==> config.mk <==
export PLATFORM = sky130hd
export DESIGN_NAME = rv32i_run_ctrl
export DESIGN_NICKNAME = d
export VERILOG_FILES = /design/src/rtl/rv32i_pkg.sv /design/src/rtl/rv32i_load_port.sv /design/src/rtl/rv32i_run_ctrl.sv
export SDC_FILE = /design/constraint.sdc
export NUM_CORES = 1
export LEC_CHECK = 0
export CAP_MARGIN = 10
export CORE_MARGIN = 3
export CORE_UTILIZATION = 41
export CTS_BUF_LIST = sky130_fd_sc_hd__clkbuf_2 sky130_fd_sc_hd__clkbuf_4 sky130_fd_sc_hd__clkbuf_8
export CTS_CLUSTER_DIAMETER = 80
export DETAILED_ROUTE_END_ITERATION = 16
export MAX_ROUTING_LAYER = met4
export PLACE_DENSITY = 0.67
export SLEW_MARGIN = 20
export SYNTH_ARGS = -nofsm -noshare
export SYNTH_HDL_FRONTEND = slang
export SYNTH_HIERARCHICAL = 1
export SYNTH_SLANG_ARGS = --single-unit
==> constraint.sdc <==
create_clock -name CLK -period 6.8 [get_ports CLK]
set_input_delay 2.04 -clock CLK [delete_from_list [all_inputs] [get_ports CLK]]
set_output_delay 2.04 -clock CLK [all_outputs]
set_load 0.02 [all_outputs]
==> src/rtl/rv32i_pkg.sv <==
// Shared types for the RV32I boot/run controller: controller states and
// memory channel indices.
package rv32i_pkg;

  typedef enum logic [2:0] {
    ST_IDLE,
    ST_LOAD,
    ST_RST_HOLD,
    ST_RUN,
    ST_DONE
  } run_state_t;

  localparam int MEM_IMEM = 0;
  localparam int MEM_DMEM = 1;

endpackage

==> src/rtl/rv32i_load_port.sv <==
// Loader write port: per-channel word-address counters, one-cycle write
// strobe register and sticky address-wrap flag.
module rv32i_load_port
  import rv32i_pkg::*;
#(
  parameter int XLEN    = 32,
  parameter int ADDR_W  = 10,
  parameter int NUM_MEM = 2,
  parameter int SEL_W   = $clog2(NUM_MEM)
) (
  input  logic               CLK,
  input  logic               rst,
  input  logic               clr,
  input  logic               acc,
  input  logic [SEL_W-1:0]   sel,
  input  logic [XLEN-1:0]    data,
  output logic [NUM_MEM-1:0] mem_we,
  output logic [ADDR_W-1:0]  mem_addr,
  output logic [XLEN-1:0]    mem_wdata,
  output logic               ovf
);

  logic [ADDR_W-1:0]  cnt_q [NUM_MEM];
  logic [ADDR_W-1:0]  cnt_d [NUM_MEM];
  logic [NUM_MEM-1:0] we_q, we_d;
  logic [ADDR_W-1:0]  addr_q, addr_d;
  logic [XLEN-1:0]    wdata_q, wdata_d;
  logic               ovf_q, ovf_d;

  always_comb begin
    cnt_d   = cnt_q;
    we_d    = '0;
    addr_d  = addr_q;
    wdata_d = wdata_q;
    ovf_d   = ovf_q;
    if (clr) begin
      for (int i = 0; i < NUM_MEM; i++) cnt_d[i] = '0;
      ovf_d = 1'b0;
    end else if (acc) begin
      // A select with no matching channel is consumed without any write.
      for (int i = 0; i < NUM_MEM; i++) begin
        if (sel == SEL_W'(i)) begin
          we_d[i]  = 1'b1;
          addr_d   = cnt_q[i];
          wdata_d  = data;
          cnt_d[i] = cnt_q[i] + 1'b1;
          if (&cnt_q[i]) ovf_d = 1'b1;
        end
      end
    end
  end

  always_ff @(posedge CLK) begin
    if (rst) begin
      for (int i = 0; i < NUM_MEM; i++) cnt_q[i] <= '0;
      we_q  <= '0;
      ovf_q <= 1'b0;
    end else begin
      cnt_q <= cnt_d;
      we_q  <= we_d;
      ovf_q <= ovf_d;
    end
  end

  always_ff @(posedge CLK) begin
    addr_q  <= addr_d;
    wdata_q <= wdata_d;
  end

  assign mem_we    = we_q;
  assign mem_addr  = addr_q;
  assign mem_wdata = wdata_q;
  assign ovf       = ovf_q;

endmodule

==> src/rtl/rv32i_run_ctrl.sv <==
// Boot and run controller: streams an image into the core memories, then
// holds core reset, runs the core for a budget or until halt, and reports.
module rv32i_run_ctrl
  import rv32i_pkg::*;
#(
  parameter int XLEN       = 32,
  parameter int ADDR_W     = 10,
  parameter int NUM_MEM    = 2,
  parameter int SEL_W      = $clog2(NUM_MEM),
  parameter int RST_CYCLES = 5,
  parameter int CNT_W      = 32
) (
  input  logic               CLK,
  input  logic               rst,
  input  logic               load_start,
  input  logic               ld_valid,
  output logic               ld_ready,
  input  logic [SEL_W-1:0]   ld_sel,
  input  logic               ld_last,
  input  logic [XLEN-1:0]    ld_data,
  output logic               ld_ovf,
  output logic [NUM_MEM-1:0] mem_we,
  output logic [ADDR_W-1:0]  mem_addr,
  output logic [XLEN-1:0]    mem_wdata,
  input  logic               run_start,
  input  logic [CNT_W-1:0]   run_budget,
  input  logic               halt,
  input  logic               abort,
  output logic               core_rst_n,
  output logic               en_pc,
  output logic               busy,
  output logic               done,
  output logic               timeout,
  output logic [CNT_W-1:0]   cycles
);

  localparam int RC_W = $clog2(RST_CYCLES + 1);

  run_state_t       state_q, state_d;
  logic [CNT_W-1:0] budget_q, budget_d;
  logic [CNT_W-1:0] cycles_q, cycles_d;
  logic [RC_W-1:0]  rc_q, rc_d;
  logic             timeout_q, timeout_d;
  logic             ld_clr, ld_acc;

  function automatic logic [CNT_W-1:0] sat_inc(input logic [CNT_W-1:0] v);
    return (&v) ? v : v + 1'b1;
  endfunction

  always_comb begin
    state_d   = state_q;
    budget_d  = budget_q;
    cycles_d  = cycles_q;
    rc_d      = rc_q;
    timeout_d = timeout_q;
    ld_clr    = 1'b0;
    ld_acc    = 1'b0;
    if (state_q == ST_IDLE || state_q == ST_DONE) begin
      if (load_start) begin
        state_d   = ST_LOAD;
        ld_clr    = 1'b1;
        timeout_d = 1'b0;
      end else if (run_start) begin
        state_d   = ST_RST_HOLD;
        budget_d  = run_budget;
        cycles_d  = '0;
        timeout_d = 1'b0;
        rc_d      = '0;
      end
    end else if (abort) begin
      state_d = ST_IDLE;
    end else begin
      case (state_q)
        ST_LOAD: begin
          ld_acc = ld_valid;
          if (ld_valid && ld_last) state_d = ST_IDLE;
        end
        ST_RST_HOLD: begin
          if (rc_q == RC_W'(RST_CYCLES - 1)) state_d = ST_RUN;
          else rc_d = rc_q + 1'b1;
        end
        ST_RUN: begin
          cycles_d = sat_inc(cycles_q);
          // Halt takes precedence over budget expiry in the same cycle.
          if (halt) begin
            state_d = ST_DONE;
          end else if (budget_q != '0 && cycles_d == budget_q) begin
            state_d   = ST_DONE;
            timeout_d = 1'b1;
          end
        end
        default: state_d = ST_IDLE;
      endcase
    end
  end

  always_ff @(posedge CLK) begin
    if (rst) begin
      state_q   <= ST_IDLE;
      cycles_q  <= '0;
      rc_q      <= '0;
      timeout_q <= 1'b0;
    end else begin
      state_q   <= state_d;
      cycles_q  <= cycles_d;
      rc_q      <= rc_d;
      timeout_q <= timeout_d;
    end
  end

  always_ff @(posedge CLK) begin
    budget_q <= budget_d;
  end

  rv32i_load_port #(
    .XLEN    (XLEN),
    .ADDR_W  (ADDR_W),
    .NUM_MEM (NUM_MEM),
    .SEL_W   (SEL_W)
  ) u_load_port (
    .CLK       (CLK),
    .rst       (rst),
    .clr       (ld_clr),
    .acc       (ld_acc),
    .sel       (ld_sel),
    .data      (ld_data),
    .mem_we    (mem_we),
    .mem_addr  (mem_addr),
    .mem_wdata (mem_wdata),
    .ovf       (ld_ovf)
  );

  // Core stays out of reset in DONE so its state remains inspectable.
  assign ld_ready   = (state_q == ST_LOAD);
  assign core_rst_n = (state_q == ST_RUN) || (state_q == ST_DONE);
  assign en_pc      = (state_q == ST_RUN);
  assign busy       = (state_q == ST_LOAD) || (state_q == ST_RST_HOLD) || (state_q == ST_RUN);
  assign done       = (state_q == ST_DONE);
  assign timeout    = timeout_q;
  assign cycles     = cycles_q;

endmodule

==> metrics.yaml <==
result_of_the_run: "complete, no violations"
core_um2: 16200
insertedDiodeCount: 0
cts_root_buffer: "sky130_fd_sc_hd__clkbuf_8"
final_common_cell: "sky130_fd_sc_hd__clkdlybuf4s50_1"
timing.critical_path.max_delay_family: "simple AND/OR/NAND/NOR gates"
finalWorstPathRequiredPeriod_ns: 4.32
grt_start_max_net_pins: 43
report.final.slew_viol_count: 0
pnr_total_power_mw: 1.82
cts.repair_timing.setup_buffer_count: 0
cts.repair.resized: 0
cp_cell_sequence: "clkdlybuf4s50_1, nand2b_1, nor3_2, buf_4, nand2b_1, o21ai_0, a22oi_1, nor2_1"
slowest_delay_ns: 0.83
timing.setup.critical_path_class: "primary input to flip-flop"
start_util: 0.426
number_of_antenna_violations_at_the_first_check_in_global_routing: 0
library_cell_appearing_most_often_on_the_critical_path: "sky130_fd_sc_hd__nand2b_1"
wl_um: 18800
pwr_density_cell_nw_per_um2: 202
route.detailed.vias_per_inst: 5.68
cp_data_required_time_ns: 7.11
globalRouteOverflowTotal: 0
clk_pin_slew_worst_paths_ns: 0.07
most_used_cells_in_the_layout_excluding_fill_and_tap_cells: "sky130_fd_sc_hd__clkdlybuf4s50_1 (155), sky130_fd_sc_hd__edfxtp_1 (74), sky130_fd_sc_hd__nand2_1 (68)"
crit_arrival_ns: 4.63
clock-sinks: 136
worstMarginPinSlew_ns: 0.981
grt_setup_unrepaired: "no"
critical-path-slowest-cell: "sky130_fd_sc_hd__nand2b_1"
tritoncts_clock_tree: "built"
syn-instance-count: 687
detailedRoute.firstIterationViolations: 611
synth_area_um2: 6890
die_y_um: 136
vdd_drop_max_mv: 0.110
ys.warnings.count: 6
proportion_of_layout_cells_with_a_drive_suffix_above_1: 0.0835
skew_ns: 0.0115
synth-async-reset-ratio: 0
first_global_vias: 5727
fmax_mhz: 232
drt_first_pass_iters: 5
grt_pass1_wl_um: 29500
die_width_um: 136
report.final.setup_viol: 0
ioPinCount: 156
cp-end-kind: "flip-flop"
gpl.final_weighted_congestion: 0.979
sequential_fraction_of_the_synthesis_area: 0.503
clockBufferDepth: 2
worst_hold_path_type: "flip-flop to flip-flop"
clock_insertion_delay_worst_skew_ns: 0.44
global_route.usage.total: 0.208
synth-seq-cells: 136
detailroute.via_count: 5984
setup-tns-final_ns: 0
leakage_nw: 2.99
kind_of_launch_point_of_the_worst_setup_path: "primary input"
number_of_enable_type_register_cells_in_the_synthesized_netlist: 74
cts_hold_buf: 0
nets: 903
drc_errors: 0
worstPathBufferInverterCount: 2
worst-path-max-fanout: 35
final_worst_path_cycle_share: 0.635
drt.antenna.violating_nets: 0
cts_inserted_buffers: 17
routed_wire_length_per_instance_um: 17.8
layout-area-overhead-vs-synth_pct: 30.9
synthesis.area_per_instance_um2: 10.0
core.rowCount: 46
finish.utilization: 0.557
cts-htree-levels: 4
max-slew-margin-rel: 0.346
hold_violations: 0
port_buffers: 155
detailed_place_hpwl_um: 13400
die_area_um2: 18400
syn-num-nets: 765
max_cap_violations: 0
post_synth_num_cell_types: 67
synthFlopType: "sky130_fd_sc_hd__edfxtp_1"
==> kinds of logic after synthesis <==
family | synth area share
AND/OR/NAND/NOR | 0.222
AO/OA/AOI/OAI | 0.143
flip-flops | 0.503
buffers and inverters | 0.0391
XOR/XNOR | 0.0598
multiplexers | 0.0233
adder cells (fa/ha/maj) | 0.00909
==> synthesized netlist by cell type (all sizes together), types with 2 or more instances <==
cell type  number  share of area
edfxtp         74           0.32
nand2          69          0.038
dfxtp          62           0.18
nor2           60          0.033
a21oi          54          0.039
o21ai          31          0.023
xnor2          29          0.037
buf            24          0.022
nor4           24          0.026
nand4          21          0.026
nor3           19          0.016
xor2           18          0.023
clkbuf         17         0.0093
inv            15         0.0082
nand3          15          0.013
or3            10         0.0091
a31oi           9         0.0082
or4             9          0.010
mux2            8          0.013
a211oi          7         0.0076
a22oi           7         0.0076
and2            7         0.0064
mux2i           7          0.010
o21a            7         0.0076
o31ai           7         0.0076
and4            6         0.0076
nand3b          6         0.0065
nor2b           6         0.0055
a2111oi         5         0.0073
a311oi          5         0.0064
ha              5         0.0091
nand2b          5         0.0045
or2             5         0.0045
and3            4         0.0036
nor3b           4         0.0044
a21o            3         0.0033
o2111ai         3         0.0038
nand4b          2         0.0047
o211ai          2         0.0022
o31a            2         0.0025
o41ai           2         0.0047
==> per-stage QoR <==
| step | instances | worst slack (ns) | hold WS [ns] | cell area [um^2] |
|---|---|---|---|---|
| finish | 1054 | 2.48 | 0.478 | 9010 |
| global route | 1054 | 2.27 | 0.517 | 9010 |
| CTS | 1052 | 2.48 | 0.482 | 8980 |
| detailed placement | 1020 | 2.01 | 0.472 | 8530 |
| global placement | 1020 | 2.09 | 0.462 | 8530 |
| floorplan | 687 | 1.27 | 0.444 | 6890 |
==> metal layers <==
metal | global-route usage | up-vias | share of wire
li1 | - | 2839 | -
met1 | 0.255 | 2838 | 0.42
met2 | 0.335 | 274 | 0.48
met3 | 0.0535 | 33 | 0.079
met4 | 0.0694 | 0 | 0.024
met5 | - | - | 0
==> final cells by class <==
type | count | area (um^2)
Fill cell | 1390 | 7160
Inverter | 15 | 56.3
Tap cell | 216 | 270
Sequential cell | 136 | 3460
Multi-Input combinational cell | 495 | 3170
Clock buffer | 19 | 249
Clock inverter | 13 | 203
Timing Repair Buffer | 160 | 1610
==> power breakdown <==
| part | switching (mW) | total, mW | internal, mW |
|---|---|---|---|
| logic | 0.0820 | 0.161 | 0.0786 |
| registers | 0.0155 | 0.903 | 0.888 |
| clock network | 0.315 | 0.759 | 0.444 |
| total | 0.412 | 1.82 | 1.41 |
==> worst register-to-register path: cells and delay by family, from the launching register on <==
family,cells,cell delay [ns]
AO/OA/AOI/OAI,4,1.57
flip-flops,1,0.48
adder cells (fa/ha/maj),1,0.36
AND/OR/NAND/NOR,4,1.63
==> flip-flops by register name (all words and copies together), names as in the netlist <==
signal / flops
rc_q: 3
state_q: 3
u_load_port/ovf: 1
budget_q: 32
u_load_port/cnt_q: 20
u_load_port/mem_we: 2
cycles: 32
timeout: 1
u_load_port/mem_wdata: 32
u_load_port/mem_addr: 10
==> final timing paths <==
check,end,from,cells past startpoint,slack [ns]
hold / removal,u_load_port/cnt_q[9],u_load_port/cnt_q[9],2,0.48
setup / recovery,cycles[1],load_start,8,2.48
hold reg to reg,u_load_port/cnt_q[9],u_load_port/cnt_q[9],2,0.48
setup reg to reg,state_q[0],cycles[0],9,2.66
Power figures use the tool's default switching activity.
